File: config.mk
export PLATFORM = sky130hd
export DESIGN_NAME = trdb_packet_scheduler
export DESIGN_NICKNAME = d
export VERILOG_FILES = /design/src/rtl/trdb_pkg.sv /design/src/rtl/trdb_pkt_fifo.sv /design/src/rtl/trdb_packet_scheduler.sv
export SDC_FILE = /design/constraint.sdc
export NUM_CORES = 1
export LEC_CHECK = 0
export CAP_MARGIN = 20
export CORE_ASPECT_RATIO = 1.1
export CORE_MARGIN = 2
export CORE_UTILIZATION = 40
export DETAILED_ROUTE_END_ITERATION = 7
export PLACE_DENSITY_LB_ADDON = 0.3
export SETUP_SLACK_MARGIN = 0.5
export SLEW_MARGIN = 20
export SYNTH_ARGS = -nofsm -noshare
export SYNTH_HDL_FRONTEND = slang
export SYNTH_HIERARCHICAL = 1
export SYNTH_SLANG_ARGS = --single-unit
File: constraint.sdc
create_clock -name clk_i -period 3 [get_ports clk_i]
set_input_delay 0.6 -clock clk_i [delete_from_list [all_inputs] [get_ports clk_i]]
set_output_delay 0.6 -clock clk_i [all_outputs]
set_load 0.02 [all_outputs]
File: src/rtl/trdb_pkg.sv
// Shared types for the trace packet scheduler: packet formats, FSM states, buffered entry.
// Pure declarations; no latency or flow control of its own.
package trdb_pkg;

  localparam int RESYNC_CNT_W = 16;

  typedef enum logic [1:0] {FMT_0, FMT_1, FMT_2, FMT_3} trdb_format_e;
  typedef enum logic [1:0] {SF_0, SF_1, SF_2, SF_3} trdb_subformat_e;
  typedef enum logic [1:0] {ST_OFF, ST_START, ST_TRACE, ST_DRAIN} trdb_sched_state_e;

  typedef struct packed {
    trdb_format_e    fmt;
    trdb_subformat_e sub;
  } trdb_pkt_t;

endpackage

File: src/rtl/trdb_pkt_fifo.sv
// Packet request FIFO, power-of-two depth, no bypass: a write is visible one cycle later.
// Push while full is accepted only together with a pop; head is held until popped.
module trdb_pkt_fifo #(
  parameter int DEPTH = 4,
  parameter int WIDTH = 4
) (
  input  logic             clk_i,
  input  logic             rst_ni,
  input  logic             push,
  input  logic             pop,
  input  logic [WIDTH-1:0] data_in,
  output logic [WIDTH-1:0] data_out,
  output logic             full,
  output logic             empty
);

  localparam int PTR_W = $clog2(DEPTH);

  logic [WIDTH-1:0] mem_q [DEPTH];
  logic [PTR_W-1:0] wr_ptr_q, rd_ptr_q;
  logic [PTR_W:0]   cnt_q;
  logic             wr_en, rd_en;

  assign empty    = (cnt_q == '0);
  assign full     = (cnt_q == (PTR_W+1)'(DEPTH));
  assign rd_en    = pop && !empty;
  assign wr_en    = push && (!full || rd_en);
  // Empty head reads as zero so idle enum outputs stay at their first value.
  assign data_out = empty ? '0 : mem_q[rd_ptr_q];

  always_ff @(posedge clk_i) begin
    if (!rst_ni) begin
      wr_ptr_q <= '0;
      rd_ptr_q <= '0;
      cnt_q    <= '0;
    end else begin
      if (wr_en) begin
        mem_q[wr_ptr_q] <= data_in;
        wr_ptr_q        <= wr_ptr_q + PTR_W'(1);
      end
      if (rd_en) rd_ptr_q <= rd_ptr_q + PTR_W'(1);
      case ({wr_en, rd_en})
        2'b10:   cnt_q <= cnt_q + (PTR_W+1)'(1);
        2'b01:   cnt_q <= cnt_q - (PTR_W+1)'(1);
        default: cnt_q <= cnt_q;
      endcase
    end
  end

endmodule

File: src/rtl/trdb_packet_scheduler.sv
// Trace packet scheduler: OFF/START/TRACE/DRAIN FSM, resync counter, buffered packet requests.
// Head valid one cycle after push; full drops unless popped; TRDB_RESYNC_CYCLES_EN counts cycles, else pushes.
module trdb_packet_scheduler
  import trdb_pkg::*;
#(
  parameter logic [RESYNC_CNT_W-1:0] RESYNC_MAX = 16'd64,
  parameter int                      FIFO_DEPTH = 4
) (
  input  logic              clk_i,
  input  logic              rst_ni,
  input  logic              enable_i,
  input  logic              qualified_i,
  input  logic              valid_i,
  input  trdb_format_e      packet_format_i,
  input  trdb_subformat_e   packet_subformat_i,
  input  logic              pkt_ready_i,
  output logic              pkt_valid_o,
  output trdb_format_e      pkt_format_o,
  output trdb_subformat_e   pkt_subformat_o,
  output logic              first_qualified_o,
  output logic              max_resync_o,
  output logic              enc_enabled_o,
  output logic              enc_disabled_o,
  output logic              packets_lost_o,
  output trdb_sched_state_e state_o
);

  trdb_sched_state_e       state_q, state_d;
  logic [RESYNC_CNT_W-1:0] cnt_q;
  trdb_pkt_t               wr_pkt, head_pkt;
  logic fifo_full, fifo_empty, push, pop, push_acc, drop, sync_push, cnt_inc;

  assign wr_pkt.fmt = packet_format_i;
  assign wr_pkt.sub = packet_subformat_i;

  assign push      = valid_i && (state_q != ST_OFF);
  assign pop       = pkt_valid_o && pkt_ready_i;
  assign push_acc  = push && (!fifo_full || pop);
  assign drop      = push && fifo_full && !pop;
  assign sync_push = push_acc && (packet_format_i == FMT_3) && (packet_subformat_i == SF_0);

`ifdef TRDB_RESYNC_CYCLES_EN
  assign cnt_inc = (state_q == ST_TRACE);
`else
  assign cnt_inc = (state_q == ST_TRACE) && push_acc;
`endif

  trdb_pkt_fifo #(
    .DEPTH (FIFO_DEPTH),
    .WIDTH ($bits(trdb_pkt_t))
  ) u_fifo (
    .clk_i    (clk_i),
    .rst_ni   (rst_ni),
    .push     (push_acc),
    .pop      (pop),
    .data_in  (wr_pkt),
    .data_out (head_pkt),
    .full     (fifo_full),
    .empty    (fifo_empty)
  );

  assign pkt_valid_o     = !fifo_empty;
  assign pkt_format_o    = head_pkt.fmt;
  assign pkt_subformat_o = head_pkt.sub;
  assign max_resync_o    = (cnt_q == RESYNC_MAX);
  assign state_o         = state_q;

  // Disable wins over any qualification change.
  always_comb begin
    state_d = state_q;
    case (state_q)
      ST_OFF:   if (enable_i) state_d = ST_START;
      ST_START: if (!enable_i) state_d = ST_DRAIN; else if (qualified_i) state_d = ST_TRACE;
      ST_TRACE: if (!enable_i) state_d = ST_DRAIN; else if (!qualified_i) state_d = ST_START;
      ST_DRAIN: if (fifo_empty) state_d = ST_OFF;
      default:  state_d = ST_OFF;
    endcase
  end

  always_ff @(posedge clk_i) begin
    if (!rst_ni) begin
      state_q           <= ST_OFF;
      cnt_q             <= '0;
      packets_lost_o    <= 1'b0;
      enc_enabled_o     <= 1'b0;
      enc_disabled_o    <= 1'b0;
      first_qualified_o <= 1'b0;
    end else begin
      state_q           <= state_d;
      enc_enabled_o     <= (state_q == ST_OFF) && (state_d == ST_START);
      first_qualified_o <= (state_q == ST_START) && (state_d == ST_TRACE);
      enc_disabled_o    <= (state_q != ST_DRAIN) && (state_d == ST_DRAIN);
      // A sync packet restarts the resync interval, overriding any increment.
      if (sync_push || ((state_q != ST_TRACE) && (state_d == ST_TRACE))) cnt_q <= '0;
      else if (cnt_inc && (cnt_q < RESYNC_MAX)) cnt_q <= cnt_q + RESYNC_CNT_W'(1);
      if (drop) packets_lost_o <= 1'b1;
      else if (sync_push) packets_lost_o <= 1'b0;
    end
  end

endmodule

After elaboration in Yosys (flattened, before gate mapping):

Memory sizes are Yosys's and may differ from the RTL's. A register that Yosys moved wholly into a read port is not among the register bits.
Index checks and enable logic that the tools add are counted.

* register bits after elaboration: 29
* output and inout port bits: 12
* memories kept: 1
* memory bits (writable): 16
* logic and storage cells: 74
* bits of input ports: 10

Memories
* u_fifo.mem_q: words 4, bits a word 4, rd ports 1, clocked after Yosys merged registers in 1, write ports 1, RTL line trdb_pkt_fifo.sv:19 `logic [WIDTH-1:0] mem_q [DEPTH];`

* eq/ne operators: 13
* mux-type cells: 16
* order comparisons: 1
* bitwise operators: 1
* $add $sub $neg: 5
* reduce and logical (&&, ||, !) cells: 28

Operator list (count)
* adder 16 x 1 -> 16 bit, second input constant: 1
* equality test 16 x 7 -> 1 bit, second input constant: 1
* less-than comparator 16 x 7 -> 1 bit, second input constant: 1
* two-way mux 2 bit: 8
* logical AND 1 bit: 15
* equality test 2 bit, second input constant: 6
* case mux 2 bit (4 select lines): 1
* equality test 2 x 1 -> 1 bit, second input constant: 3
* case mux 3 bit (2 select lines): 1
* nonzero test 2 bit: 3
* two-way mux 1 bit: 5
* adder 2 x 1 -> 2 bit, second input constant: 2
* logical NOT 2 bit: 2
* two-way mux 4 bit: 1
* inequality test 2 bit, second input constant: 2
* adder 3 x 1 -> 3 bit, second input constant: 1
* equality test 3 bit, second input constant: 1
* logical NOT 1 bit: 3
* logical NOT 3 bit: 1
* logical OR 1 bit: 3
* subtractor 3 x 1 -> 3 bit, second input constant: 1
* OR reduction 2 bit: 1
* inverter 1 bit: 1

Logic depth before layout (Yosys ltp):

* depth after elaboration: 9
* depth in mapped cells: 11
* depth with buffers taken out: 9

By module:

Netlist, hierarchy kept.

Modules (own cells, without submodules)
* trdb_pkt_fifo: seq. area each 660.6 µm², area an instance 1186.1 µm², instances 1, cells an instance 97
* trdb_packet_scheduler: seq. area each 440.4 µm², area an instance 947.2 µm², instances 1, cells an instance 101

Worst setup path after synthesis:

OpenSTA, ideal clock, no wires.

* kind: reg-to-reg
* from: reg u_fifo.cnt_q[2]
* to: reg u_fifo.cnt_q[2]
* arrival time: 2256 ps
* slack: 618 ps
* clock period less this slack: 2382 ps
* buffers on the path: 2
* stages on the path, launching flop included: 12
* setup time: 126 ps
* required time: 2874 ps
* cell sequence: dfxtp_1 -> buf_2 -> nor3_1 -> nand2b_1 -> a21oi_1 -> buf_2 -> inv_1 -> nand2b_1 -> fa_1 -> nand2b_1 -> o211ai_1 -> a31oi_1

* longest elaborated chain between the ends: 8
* elaborated cells between the ends (all ways): 16
* those cells by class: 2 x add/sub; 3 x eq/ne; 1 x mux; 10 x reduce/logical

Ends and longest elaborated chain
* start: declaration: RTL line trdb_pkt_fifo.sv:21 `logic [PTR_W:0] cnt_q;`
* start signal: assignment: RTL line trdb_pkt_fifo.sv:43 `2'b10: cnt_q <= cnt_q + (PTR_W+1)'(1);`
* start signal: assignment: RTL line trdb_pkt_fifo.sv:44 `2'b01: cnt_q <= cnt_q - (PTR_W+1)'(1);`
* start signal: assignment: RTL line trdb_pkt_fifo.sv:45 `default: cnt_q <= cnt_q;`
* logical NOT 3 bit *: RTL line trdb_pkt_fifo.sv:24 `assign empty = (cnt_q == '0);`
* named net fifo_empty: RTL line trdb_packet_scheduler.sv:31 `logic fifo_full, fifo_empty, push, pop, push_acc, drop, sync_push, cnt_inc;`
* logical NOT 1 bit *: RTL line trdb_packet_scheduler.sv:62 `assign pkt_valid_o = !fifo_empty;`
* logical AND 1 bit *: RTL line trdb_packet_scheduler.sv:37 `assign pop = pkt_valid_o && pkt_ready_i;`
* logical OR 1 bit *: RTL line trdb_packet_scheduler.sv:38 `assign push_acc = push && (!fifo_full || pop);`
* logical AND 1 bit *: RTL line trdb_packet_scheduler.sv:38
* named net push_acc: RTL line trdb_packet_scheduler.sv:31
* logical AND 1 bit *: RTL line trdb_pkt_fifo.sv:27 `assign wr_en = push && (!full || rd_en);`
* equality test 2 x 1 -> 1 bit or equality test 2 bit (tied branches): RTL line trdb_pkt_fifo.sv:42 `case ({wr_en, rd_en})`
* case mux 3 bit (2 select lines) or nonzero test 2 bit (tied branches)

Mark *: on every way through the listed nets, which the timed path passes. The rest lies on a longest branch.
A chain may end at the register's enable or synchronous reset.

==> key figures <==
Clock tree
  • Clock Latency Late Sink: 0.29 ns
  • Clock slew at reported path FFs: 0.08 ns
  • CTS Buf Count: 5
  • Hold-fix buffers at CTS: 0
  • Max Root-Sink Buffers: 2
  • H-tree depth: 2
  • CTS Sinks: 47
  • TritonCTS clock tree: yes
  • Clock root buffer: clkbuf_8

Yosys
  • Cells after Synth: 198
  • Number of flops mapped to enable cells by yosys: 16
  • Mapped cell area: 0.002133 sq mm
  • Number of synthesized register bits: 47
  • Asr flop ratio synth: 0%
  • Distinct cell type count after synthesis: 49
  • Synth Area per Inst: 10.77 sq um
  • Syn_nets: 215
  • Yosys warning total: 6
  • Seq/Total Area, Yosys: 51.61%
  • Main synth FF type: dfxtp_1

Power and ir drop
  • Internal cell power: 0.0009111 W
  • Peak VDD IR: 0.0002577 V
  • Leak Pwr: 0.9452 nW
  • Comb power frac: 10.3%
  • Sequential Power Share: 57.3%
  • Total Power: 0.001198 W
  • Switching share of total power: 23.93%
  • Switch Pwr: 0.0002866 W
  • Clk pwr share: 32.4%
  • Power per cell area: 479.4 mW/mm^2

STA
  • RSZ-0062 raised after global routing: false
  • Final Hold Fails: 0
  • Max-slew violation count: 0
  • Total negative slack: 0 ns
  • Tcrit/Tclk final: 79.54%
  • Worst rel slew slack: 55.81%
  • Slew of the pin with the lowest slew margin: 0.6584 ns
  • Fmax: 0.4191 GHz
  • Fin crit period: 2.386 ns
  • Layout Skew: 0.004068 ns
  • Setup violations, final: 0

Worst setup path
  • Critical Path Sink Type: output pin
  • Worst Path Max Fanout: 5
  • CP delay by family, top: simple AND/OR/NAND/NOR gates
  • Max incr delay on CP: 0.47 ns
  • Setup slack, reg-to-reg: 0.72 ns
  • Startpoint Class: flip-flop
  • Req. time, crit path: 2.40 ns
  • CP Buf/Inv Count: 2
  • Cells along the critical path: inv_1 -> ha_1 -> or4bb_1 -> nor4_1 -> clkbuf_2
  • Critical path arrival: 1.79 ns
  • Crit-path slowest cell: or4bb_1
  • Critical path class: flip-flop to output pin

GRT
  • Gr usage total: 14.46%
  • Initial antenna violation count: 0
  • Global route overflow: 0
  • Via count of the first global-routing pass: 1,444
  • Largest net degree at the start of global routing: 15
  • First-pass GRT wire length: 6534 um

Floorplan
  • Die footprint: 0.005934 sq mm
  • Initial Util: 42.10%
  • Die width: 73.63 um
  • Std-Cell Core Area: 0.005067 sq mm
  • Std-Cell Rows: 27
  • IO Pins: 22
  • DIE HEIGHT: 80.60 um

Final layout
  • Share of layout cells above drive strength 1: 11.16%
  • Layout area overhead: 17.13%
  • Nets@finish: 240
  • ANT cells: 0
  • Final core utilization: 49.31%
  • Commonest cells after routing, fill and taps aside: dfxtp_1, inv_1, clkdlybuf4s50_1, edfxtp_1, nor2_1
  • Most common cell after layout, fill and taps aside: dfxtp_1

Detailed routing
  • DRT antenna net count: 0
  • Via count: 1,481
  • Pre-antenna DRT Iters: 4
  • Drt initial violations: 109
  • Average wire per standard cell: 13.69 um
  • Residual DRC: 0
  • Detailed Route WL: 3861 um
  • DR vias/cell: 5.252

Run
  • Max cap viols: 0

Min path
  • HP Class: flip-flop to flip-flop

Place
  • I/O Buffers: 21
  • Final Wtd Congestion: 0.8060
  • Post-DP HPWL: 2831 um

Run status
  • Status: completed
## state kept, by name (all words and copies together) (netlist names), 2 cells and up, named ones only
signal and cells:
cnt_q 16, u_fifo/mem_q 16, u_fifo/cnt_q 3, state_o 2
u_fifo/rd_ptr_q 2, u_fifo/wr_ptr_q 2
## cell type report
type                            count  area, sq um
Clock buffer                        6        82.58
Clock inverter                      2        11.26
Fill cell                         468         2569
Inverter                           18        67.56
Multi-Input combinational cell    126        917.1
Sequential cell                    47         1102
Tap cell                           58        72.57
Timing Repair Buffer               25        245.2
## cells by family after synthesis
logic type / share of synthesized area (%)
AOI/OAI and AO/OA: 12.38
xor gates and xnor gates: 2.053
adders and majority gates: 4.457
buffers and inverters: 5.395
DFF: 51.61
muxes: 4.223
and+or+nand+nor: 19.88
## power groups by stage
stage / Sequential, W / Combinational, W / Clock, W
4_1_cts: 0.000686 / 0.000125 / 0.000401
5_1_grt: 0.000688 / 0.000139 / 0.000427
3_5_place_dp: 0.000701 / 0.000125 / 0
2_1_floorplan: 0.000702 / 0.0000687 / 0
6_report: 0.000686 / 0.000123 / 0.000388
3_3_place_gp: 0.000701 / 0.000124 / 0
## synth_stat cells (2+ instances only)
cell       n  area share [%]
o211ai_1   3             1.1
xnor2_1    2            0.82
nor2b_1    5             1.5
nand3_1   11             2.6
edfxtp_1  16              23
o21ai_0    8             1.9
nor2_1    12             2.1
mux4_2     4             4.2
and2_1    11             3.2
or4_1      4             1.4
dfxtp_1   31              29
nand3b_1   2            0.70
o31ai_1    6             2.1
xor2_1     3             1.2
buf_2      5             1.2
a31oi_1    2            0.59
buf_6      2             1.1
nand2b_1   4             1.2
nand2_1    3            0.53
inv_1     18             3.2
nor3_1     3            0.70
a21oi_1   11             2.6
ha_1       6             3.5
## path summary, 6_finish.rpt
kind                        start               to  cells after the start
setup / recovery         cnt_q[0]     max_resync_o                      5
hold / removal           cnt_q[8]         cnt_q[8]                      1
hold reg to reg          cnt_q[8]         cnt_q[8]                      1
setup reg to reg  u_fifo/cnt_q[0]  u_fifo/cnt_q[2]                     10
## worst reg2reg max path: cells and delay by family (launching register included)
kind	cells	cell delay, ns
buffers and inverters	2	0.27
DFF	1	0.55
and+or+nand+nor	4	0.63
adders and majority gates	1	0.37
AOI/OAI and AO/OA	3	0.40
## metrics by stage
step,worst slack (ns),area (sq um),cells,hold slack (ns)
finish,0.6138,2499,282,0.4647
global route,0.5126,2499,282,0.4818
CTS,0.4638,2492,282,0.4676
detailed placement,0.4899,2399,274,0.4451
global placement,0.5202,2399,274,0.4442
floorplan,0.6177,2133,198,0.4305
## layer usage
metal	global-route usage [%]	up-vias	part of all wire, %
met5	0	-	0
met4	5.455	0	1.6
met3	3.513	6	3.2
met2	24.82	25	48
met1	17.22	689	47
li1	-	761	-
## repair_timing
item                       CTS  global route
gates cloned                 0             0
buffers inserted             0             0
gates resized for setup      2             7
setup endpoints to repair    5             5
No activity file was read; power rests on OpenSTA's default activity.
